[config.mk]
export PLATFORM = sky130hd
export DESIGN_NAME = disaster_alert_ctrl
export DESIGN_NICKNAME = d
export VERILOG_FILES = /design/src/rtl/disaster_alert_ctrl.sv
export SDC_FILE = /design/constraint.sdc
export NUM_CORES = 1
export LEC_CHECK = 0
export BUFFER_PORTS_ARGS = -buffer_cell sky130_fd_sc_hd__buf_2
export CORE_MARGIN = 3
export CORE_UTILIZATION = 35
export CTS_CLUSTER_SIZE = 20
export DETAILED_ROUTE_END_ITERATION = 6
export GPL_ROUTABILITY_DRIVEN = 0
export HOLD_SLACK_MARGIN = 0.1
export PLACE_DENSITY = 0.56
export SLEW_MARGIN = 40
export SYNTH_ARGS = -nofsm -noshare
export SYNTH_HDL_FRONTEND = slang
export SYNTH_SLANG_ARGS = --single-unit
export TNS_END_PERCENT = 10
[constraint.sdc]
create_clock -name clk -period 3.5 [get_ports clk]
set_input_delay 0.35 -clock clk [delete_from_list [all_inputs] [get_ports clk]]
set_output_delay 0.35 -clock clk [all_outputs]
set_load 0.1 [all_outputs]
[src/rtl/disaster_alert_ctrl.sv]
// Alert sequencer for the four-hazard detector: debounced confirm, latch until ack+clear, blink/buzzer/priority.
// Optional escalation timer is built when ALERT_ESCALATE_EN is defined.
module disaster_alert_ctrl #(
  parameter int unsigned SAMPLE_DIV  = 1000,
  parameter int unsigned PERSIST     = 4,
  parameter int unsigned BLINK_TICKS = 8,
  parameter int unsigned ESC_TICKS   = 64
) (
  input  logic       clk,
  input  logic       rst_n,
  input  logic [3:0] det,
  input  logic       ack,
  output logic [3:0] led,
  output logic       buzzer,
  output logic       top_valid,
  output logic [1:0] top_code,
  output logic [1:0] state,
  output logic       escalate
);

  localparam int unsigned NH    = 4;
  localparam int unsigned DIV_W = $clog2(SAMPLE_DIV);
  localparam int unsigned CNT_W = 4;
  localparam int unsigned BLK_W = $clog2(BLINK_TICKS + 1);

  typedef enum logic [1:0] {
    S_IDLE    = 2'd0,
    S_ALARM   = 2'd1,
    S_ACKED   = 2'd2,
    S_RECOVER = 2'd3
  } state_e;

  logic [NH-1:0]    det_meta;
  logic [NH-1:0]    ds;
  logic [DIV_W-1:0] div_cnt;
  logic             tick;
  logic [CNT_W-1:0] on_cnt  [NH];
  logic [CNT_W-1:0] off_cnt [NH];
  logic [CNT_W-1:0] on_nxt  [NH];
  logic [CNT_W-1:0] off_nxt [NH];
  logic [NH-1:0]    confirm_c;
  logic [NH-1:0]    latched;
  logic [NH-1:0]    unacked;
  logic [NH-1:0]    latched_nxt;
  logic [NH-1:0]    unacked_nxt;
  state_e           state_q;
  state_e           state_nxt;
  logic             phase;
  logic             phase_nxt;
  logic [BLK_W-1:0] blink_cnt;
  logic [BLK_W-1:0] blink_nxt;
  logic [NH-1:0]    led_nxt;
  logic [1:0]       top_code_nxt;

  assign tick  = (div_cnt == DIV_W'(SAMPLE_DIV - 1));
  assign state = state_q;

  // Synchronizer, sample divider and per-hazard persistence/latch registers
  always_ff @(posedge clk) begin
    if (!rst_n) begin
      det_meta <= '0;
      ds       <= '0;
      div_cnt  <= '0;
      latched  <= '0;
      unacked  <= '0;
      for (int i = 0; i < NH; i++) begin
        on_cnt[i]  <= '0;
        off_cnt[i] <= '0;
      end
    end else begin
      det_meta <= det;
      ds       <= det_meta;
      div_cnt  <= tick ? '0 : div_cnt + DIV_W'(1);
      latched  <= latched_nxt;
      unacked  <= unacked_nxt;
      for (int i = 0; i < NH; i++) begin
        on_cnt[i]  <= on_nxt[i];
        off_cnt[i] <= off_nxt[i];
      end
    end
  end

  // Persistence counting, confirm detection, ack and clear; a same-cycle confirm survives ack
  always_comb begin
    confirm_c = '0;
    for (int i = 0; i < NH; i++) begin
      on_nxt[i]  = on_cnt[i];
      off_nxt[i] = off_cnt[i];
      if (tick) begin
        if (ds[i]) begin
          on_nxt[i]    = (on_cnt[i] == CNT_W'(PERSIST)) ? on_cnt[i] : on_cnt[i] + CNT_W'(1);
          off_nxt[i]   = '0;
          confirm_c[i] = (on_cnt[i] == CNT_W'(PERSIST - 1));
        end else begin
          off_nxt[i] = (off_cnt[i] == CNT_W'(PERSIST)) ? off_cnt[i] : off_cnt[i] + CNT_W'(1);
          on_nxt[i]  = '0;
        end
      end
    end
    unacked_nxt = (ack ? '0 : unacked) | confirm_c;
    for (int i = 0; i < NH; i++) begin
      latched_nxt[i] = (latched[i] | confirm_c[i]) &
                       ~((off_nxt[i] == CNT_W'(PERSIST)) & ~unacked_nxt[i]);
    end
  end

  // FSM state register
  always_ff @(posedge clk) begin
    if (!rst_n) state_q <= S_IDLE;
    else        state_q <= state_nxt;
  end

  // FSM next state from the post-update alarm sets
  always_comb begin
    state_nxt = S_IDLE;
    if (|unacked_nxt)                                           state_nxt = S_ALARM;
    else if ((latched_nxt != '0) && ((latched_nxt & ~ds) == '0)) state_nxt = S_ACKED;
    else if (latched_nxt != '0)                                 state_nxt = S_RECOVER;
  end

  // Output next values: blink phase, LED mux and priority encoder
  always_comb begin
    phase_nxt = 1'b0;
    blink_nxt = '0;
    if (state_nxt == S_ALARM) begin
      if (state_q != S_ALARM) begin
        phase_nxt = 1'b1;
      end else begin
        phase_nxt = phase;
        blink_nxt = blink_cnt;
        if (tick) begin
          if (blink_cnt == BLK_W'(BLINK_TICKS - 1)) begin
            phase_nxt = ~phase;
            blink_nxt = '0;
          end else begin
            blink_nxt = blink_cnt + BLK_W'(1);
          end
        end
      end
    end
    for (int i = 0; i < NH; i++) begin
      led_nxt[i] = unacked_nxt[i] ? phase_nxt : latched_nxt[i];
    end
    top_code_nxt = 2'd0;
    for (int i = 0; i < NH; i++) begin
      if (latched_nxt[i]) top_code_nxt = 2'(i);
    end
  end

  // Output registers
  always_ff @(posedge clk) begin
    if (!rst_n) begin
      phase     <= 1'b0;
      blink_cnt <= '0;
      led       <= '0;
      buzzer    <= 1'b0;
      top_valid <= 1'b0;
      top_code  <= '0;
    end else begin
      phase     <= phase_nxt;
      blink_cnt <= blink_nxt;
      led       <= led_nxt;
      buzzer    <= |unacked_nxt;
      top_valid <= |latched_nxt;
      top_code  <= top_code_nxt;
    end
  end

`ifdef ALERT_ESCALATE_EN
  localparam int unsigned ESC_W = $clog2(ESC_TICKS + 1);

  logic [ESC_W-1:0] esc_cnt;

  // Count ticks while the buzzer sounds; hold escalate until the next ack
  always_ff @(posedge clk) begin
    if (!rst_n) begin
      esc_cnt  <= '0;
      escalate <= 1'b0;
    end else if (ack) begin
      esc_cnt  <= '0;
      escalate <= 1'b0;
    end else if (tick && buzzer && (esc_cnt != ESC_W'(ESC_TICKS))) begin
      esc_cnt <= esc_cnt + ESC_W'(1);
      if (esc_cnt == ESC_W'(ESC_TICKS - 1)) escalate <= 1'b1;
    end
  end
`else
  // Constant 0; still references ESC_TICKS so the parameter stays live in this build
  localparam logic ESC_OFF = 1'b0 & (ESC_TICKS != 0);

  assign escalate = ESC_OFF;
`endif

endmodule

# Yosys cells after proc, flatten, opt, wreduce, memory -nomap -nowiden
# Memories as Yosys holds them, arrays and structs flattened.
# Cells that the tools add are included.
dict set report word_totals {
  output_inout_bits 11
  mem_count 2
  reg_bits 41
  ramBits 32
  word_cells 143
}
# memory words width read_ports rd_clocked_by_memory_dff wr line
set memory_table {}
lappend memory_table {off_cnt 4 4 4 0 4 38} ;# logic [CNT_W-1:0] off_cnt [NH];
lappend memory_table {on_cnt 4 4 4 0 4 37} ;# logic [CNT_W-1:0] on_cnt [NH];
dict set report op_classes {
  bitwise 34
  n_eq_ne 20
  mux 58
  addsub 10
  reduce_logical 7
}
# cell n
set op_table {}
lappend op_table {{2-to-1 mux 4 bit} 34}
lappend op_table {{== test 4 x 3 -> 1 bit (second input constant)} 13}
lappend op_table {{adder 4 x 1 -> 4 bit (second input constant)} 9}
lappend op_table {{2-to-1 mux 1 bit} 19}
lappend op_table {{== test 4 x 2 -> 1 bit (second input constant)} 4}
lappend op_table {{bitwise OR 1 bit} 12}
lappend op_table {{inverter 1 bit} 11}
lappend op_table {{adder 10 x 1 -> 10 bit (second input constant)} 1}
lappend op_table {{== test 10 bit (second input constant)} 1}
lappend op_table {{2-to-1 mux 2 bit} 5}
lappend op_table {{AND 1 bit} 8}
lappend op_table {{OR reduction 4 bit} 2}
lappend op_table {{AND 4 bit} 1}
lappend op_table {{zero test 4 bit} 1}
lappend op_table {{inverter 4 bit} 1}
lappend op_table {{bitwise OR 4 bit} 1}
lappend op_table {{nonzero test 4 bit} 1}
lappend op_table {{OR reduction 3 bit} 1}
lappend op_table {{== test 2 x 1 -> 1 bit (second input constant)} 1}
lappend op_table {{!= test 2 x 1 -> 1 bit (second input constant)} 1}
lappend op_table {{OR reduction 2 bit} 1}
lappend op_table {{logical AND 1 bit} 1}

# Longest topological paths before layout
# Gate-level depths: netlist (run 1).
# An unclocked memory read counts as a cell.
dict set report depth {
  depth_word 17
  ltp_mapped 10
  mapped_depth_nobuf 9
}

# Least setup slack after synthesis (run 1)
# No wires, ideal clock.
dict set report synth_timing {
  path_type {flip-flop to flip-flop}
  startpoint {reg div_cnt[0]}
  endpoint {reg state_q[0], in the netlist state[0]}
  path_stages_with_launch 9
  slack_ns 1.001
  setup_time_ns 0.127
  n_path_buf 0
  arrival_time_ns 2.372
  period_less_slack_ns 2.499
  t_required_ns 3.373
  path_cell_list {dfxtp_1 ha_1 nand4b_2 nor3_4 mux2_2 nor4_1 a21oi_2 a2111oi_4 o21ai_1}
}
dict set report synth_via {
  elab_chain_len 12
}
# element line
set synth_rtl {}
lappend synth_rtl {{start, declared} 35} ;# logic [DIV_W-1:0] div_cnt;
lappend synth_rtl {{start signal, assigned} 73} ;# div_cnt <= tick ? '0 : div_cnt + DIV_W'(1);
lappend synth_rtl {{== test 10 bit *} 55} ;# assign tick = (div_cnt == DIV_W'(SAMPLE_DIV - 1));
lappend synth_rtl {{branches (longest 10 deep; another with 2-to-1 mux 4 bit)} n/a}
lappend synth_rtl {{2-to-1 mux 2 bit *} 116} ;# if (|unacked_nxt) state_nxt = S_ALARM;
lappend synth_rtl {{end signal, assigned} 110} ;# else state_q <= state_nxt;
lappend synth_rtl {{end, declared} 46} ;# state_e state_q;
# Mark *: on every way between the ends.
# A chain may end at the register's enable or synchronous reset.

# Worst setup path in the final report (run 1)
# Ends and elaborated chain as after synthesis.

==> results.toml, run 1 <==
[yosys]
async_flop_share_pct = 0
synth_compound_area_share_pct = 18.5
synthXorXnorAreaFrac_pct = 2.17
synthAdderAreaFrac_pct = 6.20
ys_seq_elements = 73
synth_top_family_by_area = "simple AND/OR/NAND/NOR gates"
yosysWarnings = 0
synthCells = 422
synth_area_per_cell_um2 = 8.61
syn_area_um2 = 3630
synth_nets = 447
synth_simple_gate_area_share_pct = 25.3
synth-main-ff-cell = "dfxtp_1"
synth-seq-area-share_pct = 40.2
synthMuxAreaShare_pct = 2.34
synth_cell_types = 61
synth_edf_count = 0

[global_routing]
grt_max_degree = 34
grt_pass1_vias = 2854
overflow = 0
gr-usage-all-layers_pct = 14.0
grt_pass1_wl_mm = 13.1
antenna_found_initial = 0

[routing]
viasPerCell = 5.06
routed-via-count = 2916
first_pass_iters = 4
drc = 0
wl_mm = 7.49
wl_per_cell_um = 13.0
drtIter0Drc = 123
postRouteAntennaNets = 0

[setup_path]
critPathKind = "register to register"
arrival_ns = 3.17
max_stage_delay_ns = 0.57
endpoint_kind = "register"
critPathLaunchType = "register"
worst_path_dominant_cell_family = "simple AND/OR/NAND/NOR gates"
required_ns = 3.75
critPathBufInv = 1
cp_slowest_cell = "nor4_1"
critPathMaxFanout = 10
cp_cell_sequence = "ha_1 > nand4b_2 > nor3_4 > buf_4 > mux2_2 > nor4_1 > a21oi_2 > a2111oi_4 > o21ai_1"

[clock_network]
cts_tree = "yes"
clk_pin_slew_ns = 0.09
cts_buffers = 9
post-cts-setup-buffers = 0
cts_resized = 0
clock_path_buffers = 2
clock_sinks = 73
clockRootBuffer = "clkbuf_8"
cts_hold_buf = 0
clock_latency_ns = 0.36
htreeDepth = 3

[timing]
finalSetupViolCount = 0
tns_ns = 0
skew_ns = 0.0164
fin_crit_ns = 2.92
worst_slack_ns = 0.582
relSlewSlack_pct = 55.2
drv_slew = 0
finalCritPeriodShare_pct = 83.4
rsz0062_at_grt = "no"
clock.fmax_mhz = 343
worst_pin_slew_ns = 0.665
hold_viol = 0

[floorplanning]
die_x_um = 108
die_h_um = 108
core-area_um2 = 9950
initial_core_util_pct = 36.5
dieArea_um2 = 11600
top_level_ports = 18
row_count = 36

[cells_and_area]
layout-drive-gt1-share_pct = 12.9
antenna_cells = 0
area.growth.synth_to_final_pct = 11.4
nets = 463
nFillCells = 982

[placed_design]
place_ws_ns = 0.600
portBuffers = 16
place_hpwl_mm = 5.21

[job]
cap_violations = 0

[power_and_ir_drop]
vdd_drop_max_mv = 0.214
power.leakage_nw = 1.57
powerDensity_nw_per_um2 = 389

[run_status]
outcome = "finished clean"

[hold_path]
hold_path.class = "primary input to register"
cell type report:
cell class,instances,area (µm²),share of cell area [%]
Sequential cell,73,1460,36.1
Tap cell,133,166,4.11
Clock buffer,9,124,3.06
Inverter,27,101,2.50
Multi-Input combinational cell,305,1990,49.1
Timing Repair Buffer,22,125,3.09
Clock inverter,7,82.6,2.04
sequential cells by signal, summed over array words and instances (netlist names):
name,count
latched,4
off_cnt,16
led,4
buzzer,1
state,2
unacked,4
top_code,2
div_cnt,10
det_meta,4
ds,4
blink_cnt,4
on_cnt,16
top_valid,1
phase,1
Yosys cell counts (8+ instances only):
master    count  area (µm²)
a21oi_1      35         175
and2_1       17         106
clkbuf_1     11        41.3
dfxtp_1      73        1460
ha_1         18         225
inv_1        26        97.6
nand2_1      29         109
nand2b_1     12        75.1
nand3_1      14        70.1
nor2_1       44         165
nor2b_1       8        50.1
nor3_1       10        50.1
o21ai_0      18        90.1
metal layers:
layer / vias to the layer above / wire [µm] / global-route usage (%)
met1: 1362 / 3690 / 17.9
met3: 7 / 215 / 3.54
met2: 37 / 3480 / 22.7
met5: - / 0 / 0
li1: 1510 / - / -
met4: 0 / 98 / 5.14
worst register-to-register path: cells and delay by family (launching register included):
kind | cells | cell delay, ns
simple gates | 3 | 0.99
fa+ha+maj | 1 | 0.25
flops | 1 | 0.38
mux | 1 | 0.35
compound gates | 3 | 0.67
buf+inv | 1 | 0.20
cells in the final DEF, fill, tap and decap left out, types with 3 or more instances in the layout:
master and count:
a211oi_1 6, a21oi_1 35, a31oi_1 6, and2_1 17, and3_1 3, buf_2 16, buf_4 6, clkbuf_8 9
dfxtp_1 73, ha_1 18, inv_1 26, inv_6 4, mux2_2 4, mux2i_1 4, nand2_1 29, nand2b_1 12
nand3_1 14, nand4_1 4, nor2_1 44, nor2b_1 8, nor3_1 10, nor4_1 4, o21a_1 4, o21ai_0 18
o21ai_1 4, o41ai_2 3, or3_1 5, or4_1 4, xnor2_1 3, xor2_1 6
cells by family after synthesis:
kind of cell / count (synthesis)
adder cells (fa/ha/maj): 18
buffers and inverters: 44
AND/OR/NAND/NOR: 171
AO/OA/AOI/OAI: 98
multiplexers: 8
flip-flops: 73
other: 1
XOR/XNOR: 9
metrics by stage:
step | std cells | hold slack, ns | area, µm² | total power (W) | utilization (%)
floorplan | 422 | 0.412 | 3630 | 0.000890 | -
global placement | 560 | 0.413 | 3840 | 0.000902 | 38.6
detailed placement | 560 | 0.420 | 3840 | 0.000903 | 38.6
CTS | 576 | 0.178 | 4050 | 0.00159 | 40.6
global route | 576 | 0.185 | 4050 | 0.00164 | 40.6
finish | 576 | 0.193 | 4050 | 0.00157 | 40.6
power breakdown:
group / switching (W) / leakage, nW / total (W) / internal [W]
Sequential: 0.00000888 / 0.590 / 0.000846 / 0.000837
Clock: 0.000348 / 0.105 / 0.000690 / 0.000342
Combinational: 0.0000257 / 0.879 / 0.0000369 / 0.0000113
worst paths after layout:
| check | start | slack (ns) | cells past startpoint | end |
|---|---|---|---|---|
| worst min-delay path | det[3] | 0.19 | 2 | det_meta[3]$_SDFF_PN0_ |
| worst max register to register | div_cnt[0]$_SDFF_PP0_ | 0.58 | 9 | state[0]$_SDFF_PN0_ |
| worst max-delay path | div_cnt[0]$_SDFF_PP0_ | 0.58 | 9 | state[0]$_SDFF_PN0_ |
| worst min register to register | det_meta[0]$_SDFF_PN0_ | 0.44 | 1 | ds[0]$_SDFF_PN0_ |
(Power assumes the default switching activity.)
==> run 2, diff against run 1 <==
==> constraint.sdc (replaced) <==
create_clock -name clk -period 2.7 [get_ports clk]
set_input_delay 0.27 -clock clk [delete_from_list [all_inputs] [get_ports clk]]
set_output_delay 0.27 -clock clk [all_outputs]
set_load 0.1 [all_outputs]
==> run 2 against run 1 <==
Against the previous run:
- fmax is 13% higher
- combinational power is 44% higher
- hold slack worse by 0.058 ns
- sequential cell count stayed put
- clock skew is 0.0071 ns lower
==> results.toml, run 2 (synthesis gave the netlist of run 1 again) <==
[setup_path]
cp_slowest_cell = "a2111oi_4"
arrival_ns = 2.81
max_stage_delay_ns = 0.41
required_ns = 2.92
critPathLaunchType = "register"
worst_path_dominant_cell_family = "compound AO/OA/AOI/OAI gates"
cp_cell_sequence = "ha_2 > nand4b_4 > nor3_4 > buf_4 > buf_4 > or3_1 > a2111oi_4 > a21oi_2 > a2111oi_4 > o21ai_1"
critPathMaxFanout = 6
ff2ff_path_depth = 10
critical_path_depth = 10
endpoint_kind = "register"
critPathBufInv = 2
critPathKind = "register to register"

[timing]
finalCritPeriodShare_pct = 95.6
rsz0062_at_grt = "yes"
skew_ns = 0.00929
fin_crit_ns = 2.58
relSlewSlack_pct = 66.8
drv_slew = 0
worst_pin_slew_ns = 0.495
hold_viol = 0
finalSetupViolCount = 0
clock.fmax_mhz = 387

[run_status]
outcome = "finished clean"

[routing]
drc = 0
wl_mm = 7.54
wl_per_cell_um = 12.9
drtIter0Drc = 83
routed-via-count = 2950
postRouteAntennaNets = 0
first_pass_iters = 4
viasPerCell = 5.05

[clock_network]
cts_hold_buf = 0
clock_latency_ns = 0.34
clockRootBuffer = "clkbuf_8"
cts_buffers = 9
clk_pin_slew_ns = 0.07
cts_tree = "yes"
clock_path_buffers = 2
clock_sinks = 73
htreeDepth = 3

[cells_and_area]
antenna_cells = 0
final_cell_mix = "dfxtp_1 (73), nor2_1 (44), a21oi_1 (35)"
top_regs = "off_cnt (16), on_cnt (16), div_cnt (10)"
multi_input_area_um2 = 2030
nFillCells = 996
layout-drive-gt1-share_pct = 14.9
regArea_um2 = 1460
final_common_cell = "dfxtp_1"
final_util_pct = 41.7
area.growth.synth_to_final_pct = 14.4
nets = 471

[global_routing]
overflow = 0
antenna_found_initial = 0
gr-usage-all-layers_pct = 14.1
grt_pass1_vias = 2931
grt_max_degree = 34
grt_pass1_wl_mm = 13.4

[floorplanning]
die_x_um = 108
die_h_um = 108
initial_core_util_pct = 36.5
top_level_ports = 18
core-area_um2 = 9950
row_count = 36
dieArea_um2 = 11600

[power_and_ir_drop]
vdd_drop_max_mv = 0.225
powerDensity_nw_per_um2 = 480
power.leakage_nw = 1.63
fin_total_pwr_w = 0.00199

[hold_path]
hold_path.class = "primary input to register"
holdPathStages = 2

[job]
cap_violations = 0

[placed_design]
portBuffers = 16
place_hpwl_mm = 5.26
[run 2: worst paths after layout]
path / startpoint / end / slack [ns]
worst max-delay path: div_cnt[0]$_SDFF_PP0_ / state[0]$_SDFF_PN0_ / 0.12
worst min register to register: det_meta[2]$_SDFF_PN0_ / ds[2]$_SDFF_PN0_ / 0.44
worst min-delay path: det[0] / det_meta[0]$_SDFF_PN0_ / 0.13
worst max register to register: div_cnt[0]$_SDFF_PP0_ / state[0]$_SDFF_PN0_ / 0.12
[run 2: through the flow]
step	std cells	area [µm²]	hold WS (ns)	setup TNS (ns)	worst slack (ns)
4_1_cts	583	4100	0.116	0	0.0124
6_report	584	4160	0.135	0	0.118
3_5_place_dp	565	3890	0.424	0	0.0225
3_3_place_gp	565	3890	0.416	0	0.0471
2_1_floorplan	422	3630	0.397	0	0.201
5_1_grt	584	4160	0.120	-0.0348	-0.0166
[run 2: what timing repair did]
action,in CTS,in global routing
setup buffers,2,1
endpoints found under the setup margin,1,15
resized for setup,0,7
pin swaps,1,1
[run 2: layout make-up]
class | instances | share of cell area [%]
clock buffers | 11 | 3.40
flip-flops and latches | 73 | 35.2
multi-input cells | 305 | 48.9
clock inverters | 5 | 1.32
well taps | 133 | 4.00
inverters | 27 | 2.44
repair buffers | 30 | 4.76
[run 2: report_power, final]
group / switching [W] / internal, W / total [W] / leakage (nW)
Sequential: 0.00000898 / 0.00109 / 0.00109 / 0.590
Combinational: 0.0000366 / 0.0000165 / 0.0000531 / 0.941
Clock: 0.000397 / 0.000449 / 0.000847 / 0.0953
[run 2: per-layer routing]
layer / wire, µm / share of wire (%) / vias up / GRT usage, %
met5: 0 / 0 / - / 0
li1: - / - / 1520 / -
met1: 3850 / 51 / 1393 / 18.5
met2: 3440 / 46 / 33 / 23.1
met3: 186 / 2.5 / 4 / 3.06
met4: 63 / 0.84 / 0 / 4.69
[run 2: worst register-to-register path: stages, from the launching register on]
cell,delay [ns]
dfxtp_1,0.34
ha_2,0.23
nand4b_4,0.15
nor3_4,0.09
buf_4,0.15
buf_4,0.13
or3_1,0.36
a2111oi_4,0.41
a21oi_2,0.13
a2111oi_4,0.38
o21ai_1,0.11
==> run 3, diff against run 2 <==
==> constraint.sdc (replaced) <==
create_clock -name clk -period 2.7 [get_ports clk]
set_input_delay 0.135 -clock clk [delete_from_list [all_inputs] [get_ports clk]]
set_output_delay 0.135 -clock clk [all_outputs]
set_load 0.1 [all_outputs]
==> run 3 against run 2 <==
Against the previous run:
- global-route usage up 0.075 points
- worst setup slack about the same
- first-iteration DRC count unchanged
- hold slack better by 0.16 ns
- die area unchanged
- utilization up 0.40 points
==> results.toml, run 3 (synthesis gave the netlist of run 1 again) <==
[run_status]
outcome = "finished clean"

[power_and_ir_drop]
comb_power_share_pct = 2.9
power.leakage_nw = 1.64
p_sw_share_pct = 22.2
clkPwrFrac_pct = 42.4
powerDensity_nw_per_um2 = 477
internal_power_w = 0.00155
power_switching_w = 0.000445
vdd_drop_max_mv = 0.224
seq_power_share_pct = 54.7

[clock_network]
htreeDepth = 3
clk_pin_slew_ns = 0.07
cts_buffers = 9
clockRootBuffer = "clkbuf_8"
clock_sinks = 73
clock_path_buffers = 2
cts_tree = "yes"
clock_latency_ns = 0.34

[setup_path]
r2r-start = "div_cnt[0]$_SDFF_PP0_"
r2r_end = "state[0]$_SDFF_PN0_"
arrival_ns = 2.81
r2r_slack_ns = 0.12
cp_slowest_cell = "a2111oi_4"
crit_end = "state[0]$_SDFF_PN0_"
ff2ff_path_depth = 10
max_stage_delay_ns = 0.41
endpoint_kind = "register"
critPathLaunchType = "register"
critPathMaxFanout = 6
critPathKind = "register to register"
setup.worst_path.start = "div_cnt[0]$_SDFF_PP0_"
cp_cell_sequence = "ha_2 > nand4b_4 > nor3_4 > buf_4 > buf_4 > or3_1 > a2111oi_4 > a21oi_2 > a2111oi_4 > o21ai_1"
required_ns = 2.92

[timing]
hold_viol = 0
fin_crit_ns = 2.58
worst_slack_ns = 0.118
finalCritPeriodShare_pct = 95.6
skew_ns = 0.00900
rsz0062_at_grt = "yes"
drv_slew = 0
clock.fmax_mhz = 387
finalSetupViolCount = 0

[floorplanning]
initial_core_util_pct = 36.5
die_x_um = 108
dieArea_um2 = 11600
core-area_um2 = 9950
row_count = 36
die_h_um = 108
top_level_ports = 18

[global_routing]
grt_pass1_vias = 2941
gr-usage-all-layers_pct = 14.2
overflow = 0
antenna_found_initial = 0
grt_max_degree = 34
grt_pass1_wl_mm = 13.5

[cells_and_area]
nets = 475
regArea_um2 = 1460
layout-drive-gt1-share_pct = 14.7
final_common_cell = "dfxtp_1"
nFillCells = 994
final_cell_mix = "dfxtp_1 (73), nor2_1 (44), a21oi_1 (35)"
antenna_cells = 0
final_cells = 588
design_area_um2 = 4200
area.growth.synth_to_final_pct = 15.5
multi_input_area_um2 = 2030
top_regs = "off_cnt (16), on_cnt (16), div_cnt (10)"

[placed_design]
dpl.cell_count = 565
place_hpwl_mm = 5.26
place_ws_ns = 0.0225
dpl_cell_area_um2 = 3890
portBuffers = 16

[routing]
drc = 0
first_pass_iters = 5
postRouteAntennaNets = 0
wl_mm = 7.57
drtIter0Drc = 83
wl_per_cell_um = 12.9
viasPerCell = 5.05
routed-via-count = 2971

[hold_path]
hold_path.class = "primary input to register"

[job]
cap_violations = 0
[run 3: cell types whose count changed in the layout (fill, tap and decap cells not counted), sizes merged]
| cell | before | now |
|---|---|---|
| dlygate4sd3 | 0 | 4 |
[run 3: repair_timing]
action / 4_1_cts / 5_1_grt
resized for setup: 0 / 7
setup buffers: 2 / 1
endpoints found under the setup margin: 1 / 15
hold buffers: 4 / 0
pin swaps: 1 / 2
endpoints found under the hold margin: 4 / 0
[run 3: cell type report]
cell class	count	area share [%]
clock buffers	11	3.37
clock inverters	5	1.31
inverters	27	2.42
multi-input cells	305	48.4
flip-flops and latches	73	34.8
well taps	133	3.97
repair buffers	34	5.67
[run 3: per-layer routing]
metal	vias up	track usage, %	share of wire, %
met5	-	0	0
met4	0	4.69	0.83
met3	4	3.06	2.4
met2	36	23.3	46
met1	1401	18.6	51
li1	1530	-	-
[run 3: critical path: cells and delay by family (launching register included)]
kind	cells	cell delay, ns
flops	1	0.34
compound gates	4	1.03
buf+inv	2	0.28
simple gates	3	0.60
fa+ha+maj	1	0.23
[run 3: worst min-delay path by stage]
stage,start,endpoint,cells after the start
floorplan,det[0],det_meta[0]$_SDFF_PN0_,1
detailed placement,det[1],det_meta[1]$_SDFF_PN0_,2
global placement,det[1],det_meta[1]$_SDFF_PN0_,2
CTS,rst_n,on_cnt[2][3]$_SDFFE_PN0P_,3
global route,rst_n,on_cnt[2][3]$_SDFFE_PN0P_,3
finish,rst_n,on_cnt[2][3]$_SDFFE_PN0P_,3
[run 3: power groups by stage]
stage               sequential (W)  clock [W]  combinational (W)
CTS                        0.00109   0.000879          0.0000581
floorplan                  0.00111          0          0.0000389
finish                     0.00109   0.000847          0.0000576
global placement           0.00112          0          0.0000527
global route               0.00110   0.000934          0.0000647
detailed placement         0.00112          0          0.0000534
[run 3: metrics by stage]
step / hold slack [ns] / power, W / TNS [ns] / util (%)
floorplan: 0.262 / 0.00115 / 0 / -
global placement: 0.344 / 0.00117 / 0 / 39.1
detailed placement: 0.345 / 0.00117 / 0 / 39.1
CTS: 0.295 / 0.00203 / 0 / 41.6
global route: 0.322 / 0.00209 / -0.00940 / 42.1
finish: 0.299 / 0.00200 / 0 / 42.1
